**src/rtl/lisa_int_alu_mc.sv**
```systemverilog
// lisa_int_alu_mc: integer ALU, 1-cycle ADD/SUB, iterative shift-add MUL.
// Define LISA_INT_ALU_MC_FAST_MUL_EN for a single-cycle combinational MUL.
module lisa_int_alu_mc #(
   parameter int unsigned WIDTH   = 32,
   parameter int unsigned TAG_W   = 4,
   parameter logic [4:0]  UOP_ADD = 5'd0,
   parameter logic [4:0]  UOP_SUB = 5'd1,
   parameter logic [4:0]  UOP_MUL = 5'd2
) (
   input  logic             clk,
   input  logic             rst,
   input  logic             in_valid,
   output logic             in_ready,
   input  logic [4:0]       in_uop,
   input  logic [WIDTH-1:0] in_a,
   input  logic [WIDTH-1:0] in_b,
   input  logic [TAG_W-1:0] in_tag,
   output logic             out_valid,
   input  logic             out_ready,
   output logic [WIDTH-1:0] out_y,
   output logic [TAG_W-1:0] out_tag,
   output logic             busy
);

   logic             out_valid_q, out_valid_d;
   logic [WIDTH-1:0] out_y_q, out_y_d;
   logic [TAG_W-1:0] out_tag_q, out_tag_d;
   logic [WIDTH-1:0] quick_y;
   logic             accept;

   assign accept    = in_valid && in_ready;
   assign out_valid = out_valid_q;
   assign out_y     = out_y_q;
   assign out_tag   = out_tag_q;

   // Unrecognised uops fall through to zero
   always_comb begin
      quick_y = '0;
      if (in_uop == UOP_ADD) begin
         quick_y = in_a + in_b;
      end else if (in_uop == UOP_SUB) begin
         quick_y = in_a - in_b;
`ifdef LISA_INT_ALU_MC_FAST_MUL_EN
      end else if (in_uop == UOP_MUL) begin
         quick_y = in_a * in_b;
`endif
      end
   end

`ifdef LISA_INT_ALU_MC_FAST_MUL_EN

   assign in_ready = !rst && (!out_valid_q || out_ready);
   assign busy     = out_valid_q;

   always_comb begin
      out_valid_d = out_valid_q && !out_ready;
      out_y_d     = out_y_q;
      out_tag_d   = out_tag_q;
      if (accept) begin
         out_valid_d = 1'b1;
         out_y_d     = quick_y;
         out_tag_d   = in_tag;
      end
   end

`else

   localparam int unsigned      CNT_W    = $clog2(WIDTH + 1);
   localparam logic [CNT_W-1:0] CNT_LAST = CNT_W'(WIDTH - 1);

   localparam logic [1:0] S_IDLE = 2'd0;
   localparam logic [1:0] S_MUL  = 2'd1;
   localparam logic [1:0] S_LOAD = 2'd2;

   logic [1:0]       state_q, state_d;
   logic [CNT_W-1:0] cnt_q, cnt_d;
   logic [WIDTH-1:0] mcand_q, mcand_d;
   logic [WIDTH-1:0] mplier_q, mplier_d;
   logic [WIDTH-1:0] acc_q, acc_d;
   logic [TAG_W-1:0] tag_q, tag_d;

   assign in_ready = !rst && (state_q == S_IDLE)
                     && (!out_valid_q || out_ready);
   assign busy     = (state_q != S_IDLE) || out_valid_q;

   always_comb begin
      state_d     = state_q;
      cnt_d       = cnt_q;
      mcand_d     = mcand_q;
      mplier_d    = mplier_q;
      acc_d       = acc_q;
      tag_d       = tag_q;
      out_valid_d = out_valid_q && !out_ready;
      out_y_d     = out_y_q;
      out_tag_d   = out_tag_q;
      unique case (state_q)
         S_IDLE: begin
            if (accept) begin
               if (in_uop == UOP_MUL) begin
                  state_d  = S_MUL;
                  cnt_d    = '0;
                  mcand_d  = in_a;
                  mplier_d = in_b;
                  acc_d    = '0;
                  tag_d    = in_tag;
               end else begin
                  out_valid_d = 1'b1;
                  out_y_d     = quick_y;
                  out_tag_d   = in_tag;
               end
            end
         end
         // Fixed WIDTH steps regardless of operand values
         S_MUL: begin
            if (mplier_q[0]) begin
               acc_d = acc_q + mcand_q;
            end
            mcand_d  = mcand_q << 1;
            mplier_d = mplier_q >> 1;
            cnt_d    = cnt_q + CNT_W'(1);
            if (cnt_q == CNT_LAST) begin
               state_d = S_LOAD;
            end
         end
         S_LOAD: begin
            out_valid_d = 1'b1;
            out_y_d     = acc_q;
            out_tag_d   = tag_q;
            cnt_d       = '0;
            state_d     = S_IDLE;
         end
         default: begin
            state_d = S_IDLE;
         end
      endcase
   end

   always_ff @(posedge clk or posedge rst) begin
      if (rst) begin
         state_q  <= S_IDLE;
         cnt_q    <= '0;
         mcand_q  <= '0;
         mplier_q <= '0;
         acc_q    <= '0;
         tag_q    <= '0;
      end else begin
         state_q  <= state_d;
         cnt_q    <= cnt_d;
         mcand_q  <= mcand_d;
         mplier_q <= mplier_d;
         acc_q    <= acc_d;
         tag_q    <= tag_d;
      end
   end

`endif

   always_ff @(posedge clk or posedge rst) begin
      if (rst) begin
         out_valid_q <= 1'b0;
         out_y_q     <= '0;
         out_tag_q   <= '0;
      end else begin
         out_valid_q <= out_valid_d;
         out_y_q     <= out_y_d;
         out_tag_q   <= out_tag_d;
      end
   end

endmodule

```
**config.mk**
```make
export PLATFORM = sky130hd
export DESIGN_NAME = lisa_int_alu_mc
export DESIGN_NICKNAME = d
export VERILOG_FILES = /design/src/rtl/lisa_int_alu_mc.sv
export SDC_FILE = /design/constraint.sdc
export NUM_CORES = 1
export LEC_CHECK = 0
export CORE_MARGIN = 2
export CORE_UTILIZATION = 45
export CTS_CLUSTER_DIAMETER = 60
export DETAILED_ROUTE_END_ITERATION = 16
export PLACE_DENSITY_LB_ADDON = 0.12
export SETUP_SLACK_MARGIN = 0.15
export SYNTH_ARGS = -nofsm -noshare
export SYNTH_HDL_FRONTEND = slang
export SYNTH_SLANG_ARGS = --single-unit
```
**constraint.sdc**
```tcl
create_clock -name clk -period 5 [get_ports clk]
set_input_delay 0.75 -clock clk [delete_from_list [all_inputs] [get_ports clk]]
set_output_delay 0.75 -clock clk [all_outputs]
set_load 0.005 [all_outputs]
```
Word level (Yosys, flattened, before mapping)
Index checks and enable logic that the tools add are counted.
{"block": "classes", "addsub": 4, "n_eq_ne": 10, "n_mux": 28, "reduce_logical": 21}
{"op": "$mux 32", "n": 11}
{"op": "$pmux 32 s2", "n": 4}
{"op": "$add 32x32->32", "n": 2}
{"op": "$sub 32x32->32", "n": 1}
{"op": "$pmux 6 s3", "n": 1}
{"op": "$reduce_and 3->1", "n": 5}
{"op": "$mux 6", "n": 2}
{"op": "$mux 4", "n": 2}
{"op": "$ne 2x2->1 const B", "n": 4}
{"op": "$pmux 4 s2", "n": 1}
{"op": "$add 6x1->6 const B", "n": 1}
{"op": "$eq 6x5->1 const B", "n": 1}
{"op": "$mux 2", "n": 3}
{"op": "$reduce_bool 2->1", "n": 3}
{"op": "$eq 5x1->1 const B", "n": 1}
{"op": "$eq 5x2->1 const B", "n": 1}
{"op": "$logic_not 5->1", "n": 1}
{"op": "$logic_and 1x1->1", "n": 4}
{"op": "$pmux 2 s2", "n": 1}
{"op": "$reduce_and 4->1", "n": 1}
{"op": "$logic_not 1->1", "n": 3}
{"op": "$reduce_bool 3->1", "n": 1}
{"op": "$eq 2x1->1 const B", "n": 1}
{"op": "$eq 2x2->1 const B", "n": 1}
{"op": "5 further kinds", "n": 7}
{"block": "totals", "register_bits": 145, "in_bits": 77, "word_cells": 72}

Longest topological paths before layout
{"block": "logic_depth", "ltp_word": 6, "depth_mapped": 13, "ltp_nobuf": 13}

Worst setup path before layout
No wires, ideal clock.
{"block": "synth_timing", "path_type": "input to register", "start": "input port in_b[8]", "end": "register out_y_q[25], in the netlist out_y[25]", "arrival_ns": 3.402, "slack_ns": 1.469, "path_stages": 12, "path_cell_list": "inv_1 ha_1 buf_6 or4_4 a221oi_2 a211oi_2 o31a_1 o31a_4 o41ai_4 xnor2_1 a221oi_2 a31oi_1"}
{"block": "synth_via", "elab_chain_cells": 6}
{"element": "start, declared", "line": "16", "rtl": "input logic [WIDTH-1:0] in_b,"}
{"element": "$sub 32x32->32", "line": "42", "rtl": "quick_y = in_a - in_b;"}
{"element": "$mux 32", "line": "41", "rtl": "end else if (in_uop == UOP_SUB) begin"}
{"element": "$mux 32 *", "line": "39", "rtl": "if (in_uop == UOP_ADD) begin"}
{"element": "$mux 32 *", "line": "99", "rtl": "if (in_uop == UOP_MUL) begin"}
{"element": "$mux 32 *", "line": "98", "rtl": "if (accept) begin"}
{"element": "$pmux 32 s2 *", "line": "96", "rtl": "unique case (state_q)"}
{"element": "end signal, assigned", "line": "165", "rtl": "out_y_q <= out_y_d;"}
{"element": "end, declared", "line": "26", "rtl": "logic [WIDTH-1:0] out_y_q, out_y_d;"}
Every way passes the cells marked *; elsewhere a longest branch is shown, timed or not. The select of a mux whose other input is x is not followed.
A chain may end at the register's enable or synchronous reset.

Worst setup path after layout
{"block": "layout_timing", "start": "input port in_b[0]", "end": "register out_y_q[30], in the netlist out_y[30]"}
Same word-level chain as after synthesis.

==> metrics.md <==
| Metric | Value |
|---|---|
| Syn-to-layout area delta | `17.5%` |
| Required @ worst endpoint | `around 5400 ps` |
| Synth unique cells | `a little under 80` |
| Adder-Cell Fraction of Synth Area | `0.111` |
| DR vias | `10,600` |
| Synthesized area per cell | `7.96 µm²` |
| Drt total wl | `between 30 and 40 mm` |
| Fin Setup TNS | `0 ps` |
| Slew Viols, Final | `0` |
| DIE WIDTH | `162 µm` |
| Syn. warnings | `0` |
| Post-synthesis sequential area ratio | `0.321` |
| Final Setup Violations | `0` |
| Multiplexer share of the synthesized area | `0.0132` |
| CP Capture Type | `register` |
| Final instance area | `13,300 µm²` |
| Max Cap Viol | `0` |
| P_sw | `~0.002 W` |
| Core Area | `24,500 µm²` |
| Drt via density | `just under 6` |
| WS Path Type | `in2reg` |
| Final nets | `roughly 1,700` |
| Dpl cells | `about 1,800` |
| Sequential power share | `0.322` |
| CP max FO | `4` |
| Data arrival time of the worst path | `approximately 4500 ps` |
| Hold Buf Count CTS | `0` |
| GRT Total Usage | `0.261` |
| Die area | `between 20,000 and 30,000 µm²` |
| Worst Setup Start Kind | `primary input` |
| Final period util | `0.823` |
| Post-route minimum period | `~4100 ps` |
| Internal power | `~0.0031 W` |
| Largest net degree at the start of global routing | `91` |
| DRC viols | `0` |
| Sw Share | `0.383` |
| Clock Latency Late Sink | `roughly 440 ps` |
| Share of flip-flops with an asynchronous set or reset | `1.00` |
| Cell Rows | `57` |
| Count of final hold-check violations | `0` |
| Xor/xnor cell area share of the yosys netlist | `0.0473` |
| GR Overflow Total | `0` |
| Post-CTS setup buffers | `0` |
| Clock skew | `between 10 and 15 ps` |
| Worst hold path type | `reg2reg` |
| Power share of the combinational group | `0.408` |
| Clock power frac | `0.270` |
| Busiest grt layer | `met1` |
| Number of buffers added on ports | `roughly 120` |
| Main combinational cell family by area after synthesis | `compound AO/OA/AOI/OAI gates` |
| Ratio of cells with drive above 1 in the final layout | `0.0528` |
| DR WL/cell | `~19 µm` |
| Hold_ws | `approximately 480 ps` |
| TritonCTS Buffers | `17` |
| Routing usage on met1 | `0.403` |
| PostCTS Resize Cnt | `0` |
| Syn_nets | `1,593` |
| Clock slew at reported path FFs | `70 ps` |
| Post-synth EDFFs | `0` |
| Synth Area in Simple Gates | `0.180` |
| Final cell count without fillers | `about 1,800` |
| Initial antenna violation count | `0` |
| Ports | `between 100 and 150` |
| Compound-Gate Fraction of Synth Area | `0.268` |
| Lkg Pwr | `5.80 nW` |
| Initial DRT Pass Iterations | `5` |
| Sink Count | `between 100 and 150` |
| First-pass GRT wire length | `~54 mm` |
| CTS Buffer Depth | `2` |
| Met2 GRT Util | `0.390` |
| Main synth FF type | `dfrtp_1` |
| Status | `complete, no violations` |
| Dpl hpwl | `25.6 mm` |
| Post-synthesis cell area | `between 10,000 and 15,000 µm²` |
| Post-Route Utilization | `0.542` |
| Peak supply drop | `roughly 200 µV` |
| Syn Inst Count | `between 1,000 and 1,500` |
| Unrepaired setup endpoints after global routing | `false` |
| Worst slew pin tran | `between 900 and 1000 ps` |
| Area after DPL | `~13,000 µm²` |
| Initial drt markers | `around 1,100` |
| Max Fclk | `between 200 and 250 MHz` |
| Initial Util | `0.462` |
| Vias in the first global route | `between 9,000 and 10,000` |
| CTS tree | `yes` |
| Placer Congestion | `roughly 0.94` |
| Die height | `162 µm` |
| CTS H-Tree Depth | `4` |
| Grt met3 use | `0.0290` |
| Rel. slew slack | `0.336` |
| Antenna cells | `0` |
| Final antenna-violating net count | `0` |
| Pwr Density | `384 nW/µm²` |
| Synth Register Bits | `about 150` |
| Root Driver | `clkbuf_16` |
==> synthesized netlist by cell type, drive strengths merged, types with 5 or more instances <==
library cell	count	area, µm²
a211oi	10	80.1
a21o	19	143
a21oi	169	846
a221oi	12	118
a22oi	13	97.6
a31oi	48	300
and3	5	31.3
buf	19	138
clkbuf	66	249
dfrtp	145	3630
ha	95	1190
inv	76	285
mux2	7	78.8
mux2i	7	70.1
nand2	141	529
nand2b	15	93.8
nand3	32	160
nand4	10	62.6
nor2	188	706
nor2b	16	100
nor3	12	60.1
nor3b	6	45.0
nor4	7	43.8
o211ai	14	105
o21a	11	82.6
o21ai	97	485
o21bai	19	143
o22ai	7	43.8
o311ai	5	43.8
o31a	6	62.6
o31ai	8	60.1
o41ai	5	62.6
or2	5	31.3
or3	6	37.5
xnor2	41	359
xor2	20	175
==> power by group through the flow <==
stage          Clock (W)  Combinational [W]  Sequential [W]
4_1_cts          0.00139            0.00207         0.00164
2_1_floorplan          0            0.00152         0.00159
6_report         0.00137            0.00208         0.00164
3_3_place_gp           0            0.00202         0.00165
3_5_place_dp           0            0.00205         0.00166
5_1_grt          0.00144            0.00235         0.00168
==> layout by cell type, fill, tap and decap left out, drive strengths merged, types with 5 or more instances in the layout <==
| cell type | instances |
|---|---|
| nor2 | 188 |
| a21oi | 169 |
| dfrtp | 145 |
| nand2 | 141 |
| clkdlybuf4s50 | 115 |
| o21ai | 97 |
| ha | 95 |
| inv | 85 |
| a31oi | 48 |
| xnor2 | 41 |
| nand3 | 32 |
| xor2 | 20 |
| o21bai | 19 |
| a21o | 19 |
| clkbuf | 18 |
| nor2b | 16 |
| nand2b | 15 |
| buf | 15 |
| o211ai | 14 |
| a22oi | 13 |
| nor3 | 12 |
| a221oi | 12 |
| o21a | 11 |
| nand4 | 10 |
| a211oi | 10 |
| o31ai | 8 |
| nor4 | 7 |
| mux2i | 7 |
| mux2 | 7 |
| o22ai | 7 |
| or3 | 6 |
| nor3b | 6 |
| o31a | 6 |
| and3 | 5 |
| or2 | 5 |
| o311ai | 5 |
| o41ai | 5 |
==> area by class of cell <==
class,instances,area (µm²)
multi-input combinational,1112,7020
clock buffer,18,439
clock inverter,14,185
inverter,76,290
timing repair buffer,130,1300
tap,324,405
fill,2349,11200
sequential,145,3630
==> layer usage <==
metal | wire, µm | part of all wire | vias up
met5 | 0 | 0 | -
met4 | 494 | 0.015 | 0
met3 | 1870 | 0.055 | 38
met2 | 14600 | 0.43 | 345
met1 | 16800 | 0.50 | 5064
li1 | - | - | 5186
==> cells by family after synthesis <==
logic type,count (synthesis)
compound gates,479
simple gates,460
mux,14
buf+inv,161
xor+xnor,61
fa+ha+maj,98
flops,145
==> stage by stage <==
| stage | total power (W) | setup WS (ps) |
|---|---|---|
| after detailed placement | 0.00371 | 532 |
| after CTS | 0.00509 | 959 |
| final | 0.00510 | 886 |
| after floorplan | 0.00311 | 355 |
| after global routing | 0.00547 | 616 |
| after global placement | 0.00368 | 601 |
==> worst max-delay path: stages <==
cell,delay (ps)
clkdlybuf4s50_1,490
ha_1,250
fa_1,380
nor2b_1,160
o21ai_0,320
a2111oi_0,210
buf_4,180
o41ai_1,460
a31oi_1,250
o311ai_0,350
nand2_1,100
xor2_1,160
o221ai_1,200
o221a_2,210
==> state kept, by name, indices dropped and copies added (netlist names) <==
| name | flops |
|---|---|
| acc_q | 32 |
| out_valid | 1 |
| mcand_q | 32 |
| mplier_q | 32 |
| cnt_q | 6 |
| state_q | 2 |
| out_tag | 4 |
| tag_q | 4 |
| out_y | 32 |
==> worst paths after layout <==
kind | from | to | slack (ps) | cells after the start
worst max-delay path | in_b[0] | out_y[30]$_DFFE_PP0P_ | 890 | 14
worst max register to register | mcand_q[1]$_DFFE_PP0P_ | acc_q[31]$_DFFE_PP0P_ | 1630 | 11
min in group asynchronous | rst | cnt_q[5]$_DFFE_PP0P_ | 860 | 2
max in group asynchronous | rst | mcand_q[8]$_DFFE_PP0P_ | 3330 | 3
worst min register to register | out_y[1]$_DFFE_PP0P_ | out_y[1]$_DFFE_PP0P_ | 480 | 2
worst min-delay path | out_y[1]$_DFFE_PP0P_ | out_y[1]$_DFFE_PP0P_ | 480 | 2
(Power assumes the default switching activity.)
